## src/rtl/vvalu_ctrl.sv

```systemverilog
// Issue controller for the vector ALU: accepts one instruction, drives the ALU and
// register-file addresses, and pulses writeback after the selected unit's latency.
// Optional: define VVALU_CTRL_PERFCNT_EN to add the perf_issued/perf_busy counters.
module vvalu_ctrl #(
  parameter int ADDR_WIDTH = 4,
  parameter int ADDSUB_LAT = 1,
  parameter int MULT_LAT   = 3
) (
  input  logic                  clk,
  input  logic                  rst,
  input  logic                  instr_valid,
  output logic                  instr_ready,
  input  logic [3:0]            instr_opcode,
  input  logic [ADDR_WIDTH-1:0] instr_rx,
  input  logic [ADDR_WIDTH-1:0] instr_ry,
  input  logic [ADDR_WIDTH-1:0] instr_dst,
  output logic [3:0]            alu_opcode,
  output logic [ADDR_WIDTH-1:0] rf_rx_addr,
  output logic [ADDR_WIDTH-1:0] rf_ry_addr,
  output logic                  wb_en,
  output logic [ADDR_WIDTH-1:0] wb_addr,
  output logic                  busy,
  output logic [1:0]            dbg_state
`ifdef VVALU_CTRL_PERFCNT_EN
  ,
  output logic [31:0]           perf_issued,
  output logic [31:0]           perf_busy
`endif
);

  // outsel encodings of opcode[3:2]
  localparam logic [1:0] VVALU_SEL_OPY    = 2'b00;
  localparam logic [1:0] VVALU_SEL_ADDSUB = 2'b01;
  localparam logic [1:0] VVALU_SEL_MULT   = 2'b10;
  localparam logic [1:0] VVALU_SEL_RELU   = 2'b11;

  localparam int MAX_LAT = (ADDSUB_LAT > MULT_LAT) ? ADDSUB_LAT : MULT_LAT;
  localparam int CNT_W   = (MAX_LAT > 0) ? $clog2(MAX_LAT + 1) : 1;

  typedef enum logic [1:0] {
    S_IDLE = 2'd0,
    S_EXEC = 2'd1,
    S_WAIT = 2'd2
  } state_t;

  state_t                  state_q;
  logic [3:0]              op_q;
  logic [ADDR_WIDTH-1:0]   rx_q, ry_q, dst_q;
  logic [CNT_W-1:0]        cnt_q;
  logic                    wb_en_q;
  logic [CNT_W-1:0]        in_lat, op_lat;

  function automatic logic [CNT_W-1:0] lat_of(input logic [1:0] sel);
    case (sel)
      VVALU_SEL_ADDSUB: lat_of = CNT_W'(ADDSUB_LAT);
      VVALU_SEL_MULT:   lat_of = CNT_W'(MULT_LAT);
      VVALU_SEL_OPY,
      VVALU_SEL_RELU:   lat_of = '0;
      default:          lat_of = '0;
    endcase
  endfunction

  assign in_lat = lat_of(instr_opcode[3:2]);
  assign op_lat = lat_of(op_q[3:2]);

  // Handshake: an instruction transfers on a rising edge where instr_valid and
  // instr_ready are both high; instr_ready is high only in IDLE, valid is ignored elsewhere.
  // wb_en is registered, so it is set one edge ahead of the cycle it must be high in.
  always_ff @(posedge clk) begin
    if (rst) begin
      state_q <= S_IDLE;
      op_q    <= '0;
      rx_q    <= '0;
      ry_q    <= '0;
      dst_q   <= '0;
      cnt_q   <= '0;
      wb_en_q <= 1'b0;
    end else begin
      case (state_q)
        S_IDLE: begin
          wb_en_q <= 1'b0;
          if (instr_valid) begin
            op_q    <= instr_opcode;
            rx_q    <= instr_rx;
            ry_q    <= instr_ry;
            dst_q   <= instr_dst;
            wb_en_q <= (in_lat == '0);
            state_q <= S_EXEC;
          end
        end
        S_EXEC: begin
          if (op_lat == '0) begin
            wb_en_q <= 1'b0;
            state_q <= S_IDLE;
          end else begin
            cnt_q   <= op_lat;
            wb_en_q <= (op_lat == CNT_W'(1));
            state_q <= S_WAIT;
          end
        end
        S_WAIT: begin
          cnt_q <= cnt_q - CNT_W'(1);
          if (cnt_q == CNT_W'(1)) begin
            wb_en_q <= 1'b0;
            state_q <= S_IDLE;
          end else begin
            wb_en_q <= ({1'b0, cnt_q} == (CNT_W + 1)'(2));
          end
        end
        default: begin
          wb_en_q <= 1'b0;
          state_q <= S_IDLE;
        end
      endcase
    end
  end

  assign instr_ready = (state_q == S_IDLE);
  assign busy        = (state_q != S_IDLE);
  assign alu_opcode  = op_q;
  assign rf_rx_addr  = rx_q;
  assign rf_ry_addr  = ry_q;
  assign wb_addr     = dst_q;
  assign wb_en       = wb_en_q;
  assign dbg_state   = state_q;

`ifdef VVALU_CTRL_PERFCNT_EN
  logic [31:0] perf_issued_q, perf_busy_q;

  always_ff @(posedge clk) begin
    if (rst) begin
      perf_issued_q <= '0;
      perf_busy_q   <= '0;
    end else begin
      if (instr_valid && (state_q == S_IDLE)) perf_issued_q <= perf_issued_q + 32'd1;
      if (state_q != S_IDLE)                  perf_busy_q   <= perf_busy_q + 32'd1;
    end
  end

  assign perf_issued = perf_issued_q;
  assign perf_busy   = perf_busy_q;
`endif

endmodule

```

## config.mk

```make
export PLATFORM = sky130hd
export DESIGN_NAME = vvalu_ctrl
export DESIGN_NICKNAME = d
export VERILOG_FILES = /design/src/rtl/vvalu_ctrl.sv
export SDC_FILE = /design/constraint.sdc
export NUM_CORES = 1
export LEC_CHECK = 0
export BUFFER_PORTS_ARGS = -buffer_cell sky130_fd_sc_hd__buf_2
export CORE_MARGIN = 1
export CORE_UTILIZATION = 41
export DETAILED_ROUTE_END_ITERATION = 6
export MAX_ROUTING_LAYER = met4
export PLACE_DENSITY_LB_ADDON = 0.08
export SYNTH_ARGS = -nofsm -noshare
export SYNTH_HDL_FRONTEND = slang
export SYNTH_SLANG_ARGS = --single-unit
```

## constraint.sdc

```tcl
create_clock -name clk -period 1.2 [get_ports clk]
set_input_delay 0.18 -clock clk [delete_from_list [all_inputs] [get_ports clk]]
set_output_delay 0.18 -clock clk [all_outputs]
set_load 0.02 [all_outputs]
```

After elaboration in Yosys (flattened, before gate mapping)
Cells that the tools add are included.

storage, ports and cells
  bits in registers = 21
  output and inout port bits = 21
  logic and storage cells = 46

cells by class
  $add $sub $neg = 1
  eq/ne operators = 14
  mux-type cells = 12
  reduce and logical (&&, ||, !) cells = 12

operators by type and width
  kind                                                                   number
  2-bit case mux with 3 select lines                                     3
  2-bit equality test, second input constant                             6
  2-bit by 1-bit equality test with 1-bit output, second input constant  5
  2-bit zero test                                                        5
  2-bit 2-to-1 mux                                                       4
  2-bit inequality test, second input constant                           3
  2-bit AND reduction                                                    3
  2-bit case mux with 2 select lines                                     1
  2-bit nonzero test                                                     2
  2-bit OR reduction                                                     2
  1-bit 2-to-1 mux                                                       3
  1-bit case mux with 3 select lines                                     1
  2-bit by 1-bit subtractor with 2-bit output, second input constant     1

Logic depth before layout (Yosys ltp)
Gate-level depths: netlist of run 1.

  depth in word-level cells = 6
  depth in mapped cells = 6
  mapped depth without buffers = 5

Worst setup path before layout of run 1
Ideal clock, no wire load.

  path type = register to register
  from = register state_q[1], in the netlist dbg_state[1]
  to = register op_q[3], in the netlist alu_opcode[3]
  library setup time = 0.128 ns
  arrival = 1.225 ns
  data required time = 1.072 ns
  setup slack = -0.152 ns
  cell stages (with the launch flop) = 7
  path buffers = 3
  clock period less this slack = 1.352 ns
  path through = dfxtp_1 > buf_4 > nor3b_2 > buf_6 > buf_12 > mux2i_1 > nor2_1

between the ends
  word-level cells in the longest chain between the ends = 2

RTL lines
  what                                  line  RTL
  start, declared                       46    state_t state_q;
  start signal, assigned                71    state_q <= S_IDLE;
  start signal, assigned                88    state_q <= S_EXEC;
  start signal, assigned                94    state_q <= S_IDLE;
  2-bit zero test                       79    case (state_q)
  2-bit AND reduction (no source line)  n/a
  end signal, assigned                  83    op_q <= instr_opcode;
  end, declared                         47    logic [3:0] op_q;

No other way between the ends.
A chain may end at the register's enable or synchronous reset.

Worst setup path in the final report of run 1
  from = register state_q[0], in the netlist dbg_state[0]
  to = output busy

between the ends
  word-level cells in the longest chain between the ends = 1

RTL lines
  what                line  RTL
  2-bit nonzero test  119   assign busy = (state_q != S_IDLE);
  end, declared       22    output logic busy,

No other way between the ends.

==> impl_metrics.prom, run 1 <==
# TYPE chip_impl_metric gauge
chip_impl_info{name="outcome",value="finished, violations left"} 1
chip_impl_info{name="violations",value="setup timing"} 1
chip_impl_metric{name="ir_drop",unit="uV"} 833
chip_impl_info{name="cp-end-kind",value="output pin"} 1
chip_impl_info{name="layout.cells.most_common_list",value="buf_2 (37), mux2i_1 (17), nor2_1 (17), dfxtp_1 (17), buf_4 (10)"} 1
chip_impl_metric{name="syn_area",unit="sq um"} 902
chip_impl_info{name="unrepaired_setup_endpoints_after_global_routing",value="yes"} 1
chip_impl_info{name="holdCritPathClass",value="input pin to flop"} 1
chip_impl_metric{name="drv_cap",unit=""} 0
chip_impl_metric{name="place.gp.congestion",unit=""} 0.748
chip_impl_metric{name="n_diodes",unit=""} 0
chip_impl_metric{name="clk_pin_slew_worst_paths",unit="ns"} 0.13
chip_impl_metric{name="numCtsBuffers",unit=""} 3
chip_impl_metric{name="die-area",unit="sq um"} 2390
chip_impl_metric{name="dp.final_hpwl",unit="um"} 1190
chip_impl_metric{name="final-setup-viol-count",unit=""} 3
chip_impl_metric{name="route.detailed.wl_per_inst",unit="um"} 10.7
chip_impl_metric{name="layout-area-overhead-vs-synth",unit="%"} 41.9
chip_impl_metric{name="fmaxAchievable",unit="GHz"} 0.811
chip_impl_metric{name="drc_errors",unit=""} 0
chip_impl_metric{name="floorplan.initialDensity",unit="%"} 44.6
chip_impl_metric{name="io_buffer_count",unit=""} 39
chip_impl_metric{name="final_cells",unit=""} 166
chip_impl_metric{name="ff_latch_area",unit="sq um"} 425
chip_impl_metric{name="die_w",unit="um"} 48.9
chip_impl_info{name="synthFlopType",value="dfxtp_1"} 1
chip_impl_metric{name="number_of_top_level_design_ports",unit=""} 40
chip_impl_info{name="ys_top_cells_by_area",value="dfxtp_1 (47%), mux2i_1 (19%), nor2_1 (8.3%), ha_1 (5.5%), buf_6 (2.5%)"} 1
chip_impl_info{name="critical_path.cell_chain",value="buf_6, nor2_4, inv_1, buf_6"} 1
chip_impl_metric{name="internal_power",unit="mW"} 1.06
chip_impl_metric{name="finalWorstSetupSlack",unit="ns"} -0.0329
chip_impl_metric{name="drt_pass1_iterations",unit=""} 2
chip_impl_metric{name="layout.core_utilization",unit="%"} 63.3
chip_impl_metric{name="share_of_final_layout_standard_cells_stronger_than_drive_strength_1",unit="%"} 48.9
chip_impl_metric{name="first_global_vias",unit=""} 681
chip_impl_metric{name="detailed_route_wire_length",unit="um"} 1780
chip_impl_metric{name="place_inst",unit=""} 156
chip_impl_metric{name="core",unit="sq um"} 2020
chip_impl_metric{name="clock_insertion_delay_worst_skew",unit="ns"} 0.31
chip_impl_metric{name="detailroute.via_count",unit=""} 769
chip_impl_metric{name="yosys.cell_types.count",unit=""} 22
chip_impl_metric{name="grt_start_max_net_pins",unit=""} 22
chip_impl_metric{name="critical_path_required",unit="ns"} 1.02
chip_impl_metric{name="yosys_register_bits",unit=""} 21
chip_impl_metric{name="maxSlewViolCount",unit=""} 0
chip_impl_metric{name="clock_path_buffers",unit=""} 2
chip_impl_metric{name="cp_data_arrival_time",unit="ns"} 1.05
chip_impl_metric{name="clock_skew",unit="ns"} 0.0149
chip_impl_metric{name="detail_route.iter0.violations",unit=""} 8
chip_impl_metric{name="cts.hold.buffers_added",unit=""} 0
chip_impl_info{name="kind_of_start_point_of_the_critical_path",value="flop"} 1
chip_impl_info{name="crit_path_frequent_cell",value="buf_6"} 1
chip_impl_metric{name="height_of_the_chip",unit="um"} 48.9
chip_impl_info{name="worst-setup-path-type",value="flop to output pin"} 1
chip_impl_info{name="cts_root_cell",value="clkbuf_4"} 1
chip_impl_metric{name="multi_input_logic_area",unit="sq um"} 447
chip_impl_metric{name="pwr-share-clk",unit="%"} 23.4
chip_impl_metric{name="timing.final.hold_violations",unit=""} 0
chip_impl_metric{name="cts.sink_count",unit=""} 21
chip_impl_metric{name="swShare",unit="%"} 29.6
chip_impl_metric{name="antenna_violating_nets_post_route",unit=""} 0
chip_impl_metric{name="antenna_found_initial",unit=""} 0
chip_impl_metric{name="proportion_of_power_drawn_by_flip_flops_and_latches",unit="%"} 51.4
chip_impl_metric{name="timing.final.crit_period",unit="ns"} 1.23
chip_impl_metric{name="finished_cell_area",unit="sq um"} 1280
chip_impl_metric{name="std_cell_rows",unit=""} 16
chip_impl_metric{name="placed_area",unit="sq um"} 1150
chip_impl_metric{name="synth_async_sr_flop_share",unit="%"} 0
chip_impl_info{name="cts_tree",value="built"} 1
chip_impl_metric{name="total_leakage_power",unit="nW"} 0.634
chip_impl_info{name="synth_top_area_cell",value="dfxtp_1"} 1
chip_impl_metric{name="timing_worst_slew_pin_value",unit="ns"} 0.378
chip_impl_metric{name="path_max_fanout",unit=""} 3
chip_impl_metric{name="fin_worst_hold_slack",unit="ns"} 0.0904
chip_impl_metric{name="max_stage_delay",unit="ns"} 0.36
chip_impl_metric{name="cts-htree-levels",unit=""} 1
chip_impl_metric{name="yosys.area.top_type_share",unit="%"} 46.6
chip_impl_metric{name="post-route-period-util",unit="%"} 103
chip_impl_metric{name="maxSlewHeadroom",unit="%"} 74.8
chip_impl_metric{name="switching_power",unit="mW"} 0.446
chip_impl_metric{name="synth_cells",unit=""} 89
chip_impl_info{name="worst_path_max_delay_cell",value="dfxtp_2"} 1
chip_impl_metric{name="post_dr_vias_cell",unit=""} 4.63
chip_impl_info{name="mostFrequentLayoutCell",value="buf_2"} 1
chip_impl_metric{name="synth_nets",unit=""} 112
chip_impl_metric{name="synth-edff-count",unit=""} 0
chip_impl_metric{name="p_comb_share",unit="%"} 25.3
chip_impl_metric{name="synth-seq-area-share",unit="%"} 46.6
chip_impl_metric{name="global_route_total_usage_across_every_layer",unit="%"} 16.7
chip_impl_metric{name="synth.yosys.warnings",unit=""} 0
chip_impl_metric{name="nets",unit=""} 163
chip_impl_metric{name="grt_remaining_overflow",unit=""} 0
chip_impl_metric{name="grt_first_pass_wirelength",unit="um"} 2910
chip_impl_metric{name="fill_cells",unit=""} 187
chip_impl_metric{name="pwr_density",unit="nW/um^2"} 1170
chip_impl_metric{name="postSynthAreaPerCell",unit="sq um"} 10.1
[worst paths after layout]
check	endpoint	cells after the start	slack [ns]	from
setup / recovery	busy	4	-0.03	dbg_state[0]
hold / removal	wb_addr[1]	3	0.09	instr_dst[1]
setup reg to reg	rf_ry_addr[1]	4	-0.01	dbg_state[1]
hold reg to reg	wb_addr[2]	2	0.50	wb_addr[2]
[metrics by stage]
step / setup WS (ns) / TNS (ns) / power [mW]
after floorplan: -0.109 / -0.939 / 1.01
after global placement: 0.0428 / 0 / 1.12
after detailed placement: -0.00466 / -0.00466 / 1.12
after CTS: -0.0427 / -0.0770 / 1.49
after global routing: -0.109 / -0.770 / 1.60
final: -0.0329 / -0.0639 / 1.50
[state kept, by name (all words and copies together) (netlist names)]
name and count:
alu_opcode 4, rf_rx_addr 4, rf_ry_addr 4, wb_addr 4, cnt_q 2, dbg_state 2, wb_en 1
[cells in the mapped netlist, types with 2 or more instances]
| library cell | number |
|---|---|
| inv_1 | 5 |
| ha_1 | 4 |
| nand3b_1 | 2 |
| a21oi_1 | 2 |
| mux2i_1 | 17 |
| dfxtp_1 | 21 |
| nor2_1 | 20 |
| clkbuf_1 | 2 |
| o21ai_0 | 2 |
| buf_6 | 2 |
[metal layers]
layer,up-vias,routed length (um),global-route usage [%]
li1,392,-,-
met1,354,787,17.0
met2,21,900,29.6
met3,2,81,3.74
met4,0,15,8.82
met5,-,0,-
[final cells by class]
cell class                      count  share of cell area, %
Clock buffer                        3                   1.76
Timing Repair Buffer               52                   25.4
Multi-Input combinational cell     57                   34.9
Clock inverter                      1                  0.587
Inverter                            5                   1.47
Tap cell                           27                   2.64
Sequential cell                    21                   33.2
[cells by family after synthesis]
kind of cell | after synthesis | synth area share, %
AND/OR/NAND/NOR | 28 | 14.8
flip-flops | 21 | 46.6
multiplexers | 17 | 18.9
buffers and inverters | 11 | 8.46
AO/OA/AOI/OAI | 7 | 4.72
adder cells (fa/ha/maj) | 4 | 5.55
XOR/XNOR | 1 | 0.971
[worst max-delay path, delay by kind of cell (launching register included)]
kind                   cells  cell delay, ns
buffers and inverters      3            0.29
DFF                        1            0.36
and+or+nand+nor            1            0.09
[power groups by stage]
stage | clock network (mW) | logic [mW] | registers, mW
floorplan | 0 | 0.172 | 0.841
finish | 0.351 | 0.380 | 0.772
detailed placement | 0 | 0.336 | 0.786
global placement | 0 | 0.331 | 0.785
CTS | 0.363 | 0.360 | 0.772
global route | 0.403 | 0.415 | 0.779
[what timing repair did]
item / 4_1_cts / 5_1_grt
buffers inserted: 3 / 3
pin swaps: 0 / 3
setup endpoints to repair: 5 / 19
gates resized for setup: 7 / 7
Power figures use the tool's default switching activity.
==> run 2: changes to the inputs <==
--- a/config.mk
+++ b/config.mk
@@ -11,6 +11,7 @@
 export DETAILED_ROUTE_END_ITERATION = 6
 export MAX_ROUTING_LAYER = met4
 export PLACE_DENSITY_LB_ADDON = 0.08
+export REMOVE_ABC_BUFFERS = 1
 export SYNTH_ARGS = -nofsm -noshare
 export SYNTH_HDL_FRONTEND = slang
 export SYNTH_SLANG_ARGS = --single-unit
==> run 2 against run 1 <==
Compared with the run above:
- the run still ends with setup timing left
- first-iteration DRC count shrank 13%
- sequential share of layout area grew 0.53 points
- critical path depth is the same
- register-to-register slack gained 0.04 ns
- final cell count is the same
- non-clock buffer count is the same
- power shrank 2.0%
- hold slack gained 0.022 ns
- count of clock-buffer cells in the layout is the same
- global-route usage grew 0.27 points
- sequential power is essentially flat
- critical path type unchanged
- largest cell class unchanged
==> impl_metrics.prom, run 2 (synthesis gave the netlist of run 1 again) <==
# TYPE chip_impl_metric gauge
chip_impl_metric{name="cts-htree-levels",unit=""} 1
chip_impl_metric{name="fin_worst_hold_slack",unit="ns"} 0.113
chip_impl_metric{name="maxSlewViolCount",unit=""} 0
chip_impl_metric{name="die-area",unit="sq um"} 2390
chip_impl_metric{name="detail_route.iter0.violations",unit=""} 7
chip_impl_info{name="critical_path.cell_chain",value="buf_6, nor2_4, inv_2, buf_6"} 1
chip_impl_metric{name="timing.critical_path.buf_inv",unit=""} 3
chip_impl_metric{name="n_diodes",unit=""} 0
chip_impl_metric{name="maxSlewHeadroom",unit="%"} 75.1
chip_impl_metric{name="total_leakage_power",unit="nW"} 0.634
chip_impl_metric{name="clock_skew",unit="ns"} 0.00529
chip_impl_metric{name="internal_power",unit="mW"} 1.05
chip_impl_metric{name="clock_path_buffers",unit=""} 2
chip_impl_metric{name="dp.final_hpwl",unit="um"} 1190
chip_impl_metric{name="place.gp.congestion",unit=""} 0.746
chip_impl_metric{name="path_max_fanout",unit=""} 4
chip_impl_info{name="hold_path.startpoint",value="instr_dst[0]"} 1
chip_impl_metric{name="io_buffer_count",unit=""} 39
chip_impl_metric{name="holdPathStages",unit=""} 3
chip_impl_metric{name="std_cell_rows",unit=""} 16
chip_impl_info{name="cp-end-kind",value="output pin"} 1
chip_impl_metric{name="grt_first_pass_wirelength",unit="um"} 3060
chip_impl_info{name="r2r_start",value="dbg_state[1]"} 1
chip_impl_metric{name="grt_remaining_overflow",unit=""} 0
chip_impl_metric{name="number_of_top_level_design_ports",unit=""} 40
chip_impl_metric{name="timing.final.crit_period",unit="ns"} 1.22
chip_impl_info{name="worst-setup-path-type",value="flop to output pin"} 1
chip_impl_metric{name="finalWorstSetupSlack",unit="ns"} -0.0240
chip_impl_metric{name="clk_pin_slew_worst_paths",unit="ns"} 0.11
chip_impl_info{name="cts_tree",value="built"} 1
chip_impl_metric{name="critical_path_required",unit="ns"} 1.02
chip_impl_metric{name="swShare",unit="%"} 28.6
chip_impl_metric{name="p_comb_share",unit="%"} 25.6
chip_impl_metric{name="cts.sink_count",unit=""} 21
chip_impl_metric{name="switching_power",unit="mW"} 0.421
chip_impl_metric{name="numCtsBuffers",unit=""} 3
chip_impl_metric{name="fmaxAchievable",unit="GHz"} 0.817
chip_impl_info{name="worst_path_max_delay_cell",value="dfxtp_2"} 1
chip_impl_metric{name="detailed_route_wire_length",unit="um"} 1730
chip_impl_metric{name="ir_drop",unit="uV"} 988
chip_impl_metric{name="proportion_of_power_drawn_by_flip_flops_and_latches",unit="%"} 52.4
chip_impl_metric{name="drt_pass1_iterations",unit=""} 3
chip_impl_metric{name="height_of_the_chip",unit="um"} 48.9
chip_impl_metric{name="clock_insertion_delay_worst_skew",unit="ns"} 0.29
chip_impl_metric{name="post-place-ws",unit="ns"} -0.0179
chip_impl_info{name="whs_endpoint",value="wb_addr[0]"} 1
chip_impl_metric{name="power_total",unit="mW"} 1.47
chip_impl_metric{name="core",unit="sq um"} 2020
chip_impl_metric{name="pwr-share-clk",unit="%"} 22.1
chip_impl_info{name="layout.cells.most_common_list",value="buf_2 (37), nor2_1 (18), mux2i_1 (17), dfxtp_1 (17), buf_4 (10)"} 1
chip_impl_metric{name="pwr_density",unit="nW/um^2"} 1160
chip_impl_metric{name="route.detailed.wl_per_inst",unit="um"} 10.4
chip_impl_metric{name="post_dr_vias_cell",unit=""} 4.54
chip_impl_metric{name="drv_cap",unit=""} 0
chip_impl_metric{name="die_w",unit="um"} 48.9
chip_impl_metric{name="timing.final.hold_violations",unit=""} 0
chip_impl_metric{name="antenna_found_initial",unit=""} 0
chip_impl_metric{name="first_global_vias",unit=""} 752
chip_impl_metric{name="detailroute.via_count",unit=""} 753
chip_impl_info{name="holdCritPathClass",value="input pin to flop"} 1
chip_impl_info{name="kind_of_start_point_of_the_critical_path",value="flop"} 1
chip_impl_metric{name="antenna_violating_nets_post_route",unit=""} 0
chip_impl_metric{name="setup_tns",unit="ns"} -0.0338
chip_impl_metric{name="post-route-period-util",unit="%"} 102
chip_impl_metric{name="worst-r2r-setup-slack",unit="ns"} 0.03
chip_impl_metric{name="max_stage_delay",unit="ns"} 0.36
chip_impl_metric{name="layout.core_utilization",unit="%"} 62.7
chip_impl_info{name="worst_path_dominant_cell_family",value="flip-flops"} 1
chip_impl_info{name="unrepaired_setup_endpoints_after_global_routing",value="yes"} 1
chip_impl_metric{name="worstRegToRegCells",unit=""} 4
chip_impl_metric{name="cp_data_arrival_time",unit="ns"} 1.04
chip_impl_info{name="violations",value="setup timing"} 1
chip_impl_metric{name="timing_worst_slew_pin_value",unit="ns"} 0.374
chip_impl_metric{name="cts.hold.buffers_added",unit=""} 0
chip_impl_metric{name="nets",unit=""} 163
chip_impl_info{name="mostFrequentLayoutCell",value="buf_2"} 1
chip_impl_metric{name="drc_errors",unit=""} 0
chip_impl_metric{name="floorplan.initialDensity",unit="%"} 44.6
chip_impl_info{name="cts_root_cell",value="clkbuf_4"} 1
chip_impl_metric{name="layout-area-overhead-vs-synth",unit="%"} 40.5
chip_impl_metric{name="final-setup-viol-count",unit=""} 2
chip_impl_metric{name="global_route_total_usage_across_every_layer",unit="%"} 17.0
chip_impl_info{name="crit_path_frequent_cell",value="buf_6"} 1
chip_impl_metric{name="grt_start_max_net_pins",unit=""} 22
chip_impl_info{name="worst_r2r_endpoint",value="rf_ry_addr[2]"} 1
chip_impl_metric{name="share_of_final_layout_standard_cells_stronger_than_drive_strength_1",unit="%"} 48.9
chip_impl_info{name="outcome",value="finished, violations left"} 1
## run 2: cell types whose count changed in the layout (fill, tap and decap cells not counted), sizes merged
cell,change
clkinv,+1
clkinvlp,-1
## run 2: layout make-up
class                           count  area [sq um]
Inverter                            5          18.8
Timing Repair Buffer               52           317
Clock inverter                      1          5.00
Fill cell                         187           754
Tap cell                           27          33.8
Sequential cell                    21           428
Multi-Input combinational cell     57           443
Clock buffer                        3          22.5
## run 2: how the worst max path moves through the flow
stage                             from             to  slack [ns]  depth (start not counted)
after floorplan           dbg_state[0]  alu_opcode[0]       -0.76                          3
after global routing      dbg_state[0]           busy       -0.07                          4
final                     dbg_state[0]           busy       -0.02                          4
after global placement    dbg_state[1]  alu_opcode[1]        0.03                          4
after detailed placement  dbg_state[1]  rf_ry_addr[2]       -0.02                          4
after CTS                 dbg_state[0]           busy       -0.04                          4
## run 2: metal layers
metal / vias to the layer above / global-route usage (%) / share of wire [%]
li1: 393 / - / -
met1: 337 / 17.8 / 48
met2: 21 / 30.8 / 47
met3: 2 / 3.12 / 4.1
met4: 0 / 7.35 / 0.81
met5: - / - / 0
## run 2: power by group through the flow
stage	logic, mW	clock network [mW]	registers (mW)
detailed placement	0.334	0	0.786
finish	0.376	0.325	0.771
global placement	0.330	0	0.785
floorplan	0.135	0	0.845
global route	0.413	0.380	0.780
CTS	0.365	0.347	0.770
## run 2: repair_timing
action / 4_1_cts / 5_1_grt
endpoints found under the setup margin: 19 / 20
endpoints found under the hold margin: 0 / 0
gates resized for setup: 14 / 6
setup buffers: 4 / 0
pin swaps: 2 / 2
## run 2: per-stage QoR
stage | area [sq um] | std cells
2_1_floorplan | 845 | 83
3_3_place_gp | 1150 | 158
3_5_place_dp | 1150 | 158
4_1_cts | 1240 | 166
5_1_grt | 1270 | 166
6_report | 1270 | 166
## run 2: worst register-to-register path: stages (launching register included)
cell and delay (ns):
dfxtp_4 0.38, nor3b_4 0.24, buf_6 0.18, mux2i_1 0.19
nor2_1 0.06
==> run 3: changes to the inputs <==
--- a/config.mk
+++ b/config.mk
@@ -10,8 +10,7 @@
 export CORE_UTILIZATION = 41
 export DETAILED_ROUTE_END_ITERATION = 6
 export MAX_ROUTING_LAYER = met4
-export PLACE_DENSITY_LB_ADDON = 0.08
-export REMOVE_ABC_BUFFERS = 1
+export PLACE_DENSITY = 0.76
 export SYNTH_ARGS = -nofsm -noshare
 export SYNTH_HDL_FRONTEND = slang
 export SYNTH_SLANG_ARGS = --single-unit
==> constraint.sdc (replaced) <==
create_clock -name clk -period 1.2 [get_ports clk]
set_input_delay 0.18 -clock clk [delete_from_list [all_inputs] [get_ports clk]]
set_output_delay 0.18 -clock clk [all_outputs]
set_load 0.05 [all_outputs]
==> run 3 against run 2 <==
Compared with the run above:
- the flow still finishes with violations (setup timing)
- count of clock-buffer cells in the layout increased by 1
- combinational power rose by 41%
- register-to-register slack worse by 0.05 ns
- worst setup slack lost 0.036 ns
- sequential share of layout area decreased by 1.4 points
- global-route usage grew 0.52 points
- cell area is 6.1% higher
- critical path depth did not move
- via count grew 3.2%
- fmax fell by 2.8%
==> impl_metrics.prom, run 3 (synthesis gave the netlist of run 1 again) <==
# TYPE chip_impl_metric gauge
chip_impl_info{name="outcome",value="finished, violations left"} 1
chip_impl_info{name="violations",value="setup timing"} 1
chip_impl_metric{name="global_route_total_usage_across_every_layer",unit="%"} 17.5
chip_impl_metric{name="clock_path_buffers",unit=""} 2
chip_impl_metric{name="route.detailed.wl_per_inst",unit="um"} 11.4
chip_impl_metric{name="clock_skew",unit="ns"} 0.00706
chip_impl_metric{name="max_stage_delay",unit="ns"} 0.37
chip_impl_metric{name="finished_cell_area",unit="sq um"} 1350
chip_impl_info{name="cp-end-kind",value="output pin"} 1
chip_impl_metric{name="layout-area-overhead-vs-synth",unit="%"} 49.1
chip_impl_metric{name="placed_area",unit="sq um"} 1150
chip_impl_metric{name="detailroute.via_count",unit=""} 777
chip_impl_info{name="mostFrequentLayoutCell",value="buf_2"} 1
chip_impl_metric{name="drv_cap",unit=""} 0
chip_impl_metric{name="detail_route.iter0.violations",unit=""} 4
chip_impl_metric{name="dp.final_hpwl",unit="um"} 1300
chip_impl_metric{name="maxSlewHeadroom",unit="%"} 75.2
chip_impl_metric{name="share_of_final_layout_standard_cells_stronger_than_drive_strength_1",unit="%"} 51.4
chip_impl_metric{name="post-route-period-util",unit="%"} 105
chip_impl_metric{name="die-area",unit="sq um"} 2390
chip_impl_metric{name="path_max_fanout",unit=""} 3
chip_impl_metric{name="grt_remaining_overflow",unit=""} 0
chip_impl_metric{name="die_w",unit="um"} 48.9
chip_impl_metric{name="finalWorstSetupSlack",unit="ns"} -0.0596
chip_impl_info{name="worst-setup-path-type",value="flop to output pin"} 1
chip_impl_metric{name="detailed_route_wire_length",unit="um"} 1920
chip_impl_metric{name="std_cell_rows",unit=""} 16
chip_impl_info{name="worst_path_max_delay_cell",value="dfxtp_4"} 1
chip_impl_metric{name="number_of_top_level_design_ports",unit=""} 40
chip_impl_metric{name="timing_worst_slew_pin_value",unit="ns"} 0.371
chip_impl_metric{name="floorplan.initialDensity",unit="%"} 44.6
chip_impl_info{name="cts_tree",value="built"} 1
chip_impl_metric{name="place.gp.congestion",unit=""} 0.789
chip_impl_metric{name="layout.core_utilization",unit="%"} 66.5
chip_impl_metric{name="antenna_found_initial",unit=""} 0
chip_impl_metric{name="drt_pass1_iterations",unit=""} 5
chip_impl_metric{name="setup_tns",unit="ns"} -0.148
chip_impl_metric{name="clk_pin_slew_worst_paths",unit="ns"} 0.11
chip_impl_metric{name="total_leakage_power",unit="nW"} 0.654
chip_impl_info{name="holdCritPathClass",value="input pin to flop"} 1
chip_impl_metric{name="drc_errors",unit=""} 0
chip_impl_metric{name="antenna_violating_nets_post_route",unit=""} 0
chip_impl_metric{name="first_global_vias",unit=""} 764
chip_impl_metric{name="post_dr_vias_cell",unit=""} 4.60
chip_impl_metric{name="timing.final.crit_period",unit="ns"} 1.26
chip_impl_metric{name="nets",unit=""} 166
chip_impl_info{name="kind_of_start_point_of_the_critical_path",value="flop"} 1
chip_impl_info{name="crit_path_frequent_cell",value="buf_6"} 1
chip_impl_metric{name="maxSlewViolCount",unit=""} 0
chip_impl_metric{name="numCtsBuffers",unit=""} 3
chip_impl_metric{name="final-setup-viol-count",unit=""} 5
chip_impl_metric{name="timing.final.hold_violations",unit=""} 0
chip_impl_info{name="layout.cells.most_common_list",value="buf_2 (35), nor2_1 (18), mux2i_1 (17), dfxtp_1 (17), buf_6 (11)"} 1
chip_impl_info{name="critical_path.cell_chain",value="buf_6, nor2_4, inv_2, buf_6"} 1
chip_impl_metric{name="cp_data_arrival_time",unit="ns"} 1.08
chip_impl_metric{name="critical_path_required",unit="ns"} 1.02
chip_impl_metric{name="height_of_the_chip",unit="um"} 48.9
chip_impl_metric{name="cts.sink_count",unit=""} 21
chip_impl_info{name="unrepaired_setup_endpoints_after_global_routing",value="yes"} 1
chip_impl_metric{name="ir_drop",unit="uV"} 880
chip_impl_metric{name="grt_first_pass_wirelength",unit="um"} 3110
chip_impl_metric{name="grt_start_max_net_pins",unit=""} 22
chip_impl_metric{name="cts-htree-levels",unit=""} 1
chip_impl_metric{name="io_buffer_count",unit=""} 39
chip_impl_metric{name="fmaxAchievable",unit="GHz"} 0.794
chip_impl_metric{name="core",unit="sq um"} 2020
chip_impl_metric{name="n_diodes",unit=""} 0
chip_impl_metric{name="pwr_density",unit="nW/um^2"} 1210
chip_impl_metric{name="clock_insertion_delay_worst_skew",unit="ns"} 0.29
chip_impl_info{name="cts_root_cell",value="clkbuf_4"} 1
## run 3: cell count changes in the layout (fill, tap and decap cells not counted), moves of 2 or more
| cell | delta |
|---|---|
| buf_2 | -2 |
| buf_6 | +6 |
| dfxtp_2 | -3 |
| dfxtp_4 | +3 |
## run 3: worst paths after layout
check | start | end | slack [ns] | cells past startpoint
min | instr_dst[2] | wb_addr[2] | 0.11 | 3
min reg2reg | alu_opcode[0] | alu_opcode[0] | 0.50 | 2
max reg2reg | dbg_state[1] | rf_rx_addr[2] | -0.02 | 5
max | dbg_state[0] | busy | -0.06 | 4
## run 3: cell type report
type | count | area, sq um
Tap cell | 27 | 33.8
Inverter | 5 | 18.8
Fill cell | 180 | 677
Sequential cell | 21 | 435
Timing Repair Buffer | 55 | 367
Multi-Input combinational cell | 57 | 464
Clock buffer | 4 | 26.3
## run 3: worst max-delay path: cells and delay by family (launching register included)
kind / cells / cell delay (ns)
DFF: 1 / 0.37
buffers and inverters: 3 / 0.30
and+or+nand+nor: 1 / 0.11
## run 3: metrics by stage
stage	setup WS [ns]	hold WS (ns)	std cells	power [mW]
after floorplan	-0.172	0.242	89	1.12
after global placement	0.0284	0.414	156	1.22
after detailed placement	-0.0188	0.428	156	1.23
after CTS	-0.0722	0.109	165	1.59
after global routing	-0.126	0.113	169	1.73
final	-0.0596	0.111	169	1.63
## run 3: metal layers
layer | GRT usage (%) | part of all wire, %
met3 | 4.36 | 4.3
met5 | - | 0
met4 | 9.31 | 0.99
met2 | 29.2 | 49
met1 | 19.1 | 46
## run 3: timing repair
| action | 4_1_cts | 5_1_grt |
|---|---|---|
| buffers inserted | 5 | 2 |
| endpoints found under the setup margin | 8 | 24 |
| resized for setup | 12 | 17 |
| pin swaps | 2 | 2 |
| hold buffers | 0 | 0 |
| gates cloned | 0 | 2 |
## run 3: power breakdown
group | internal (mW) | total, mW | leakage (nW) | switching [mW]
Clock | 0.129 | 0.329 | 0.0150 | 0.200
Sequential | 0.742 | 0.771 | 0.175 | 0.0290
Combinational | 0.210 | 0.530 | 0.464 | 0.320
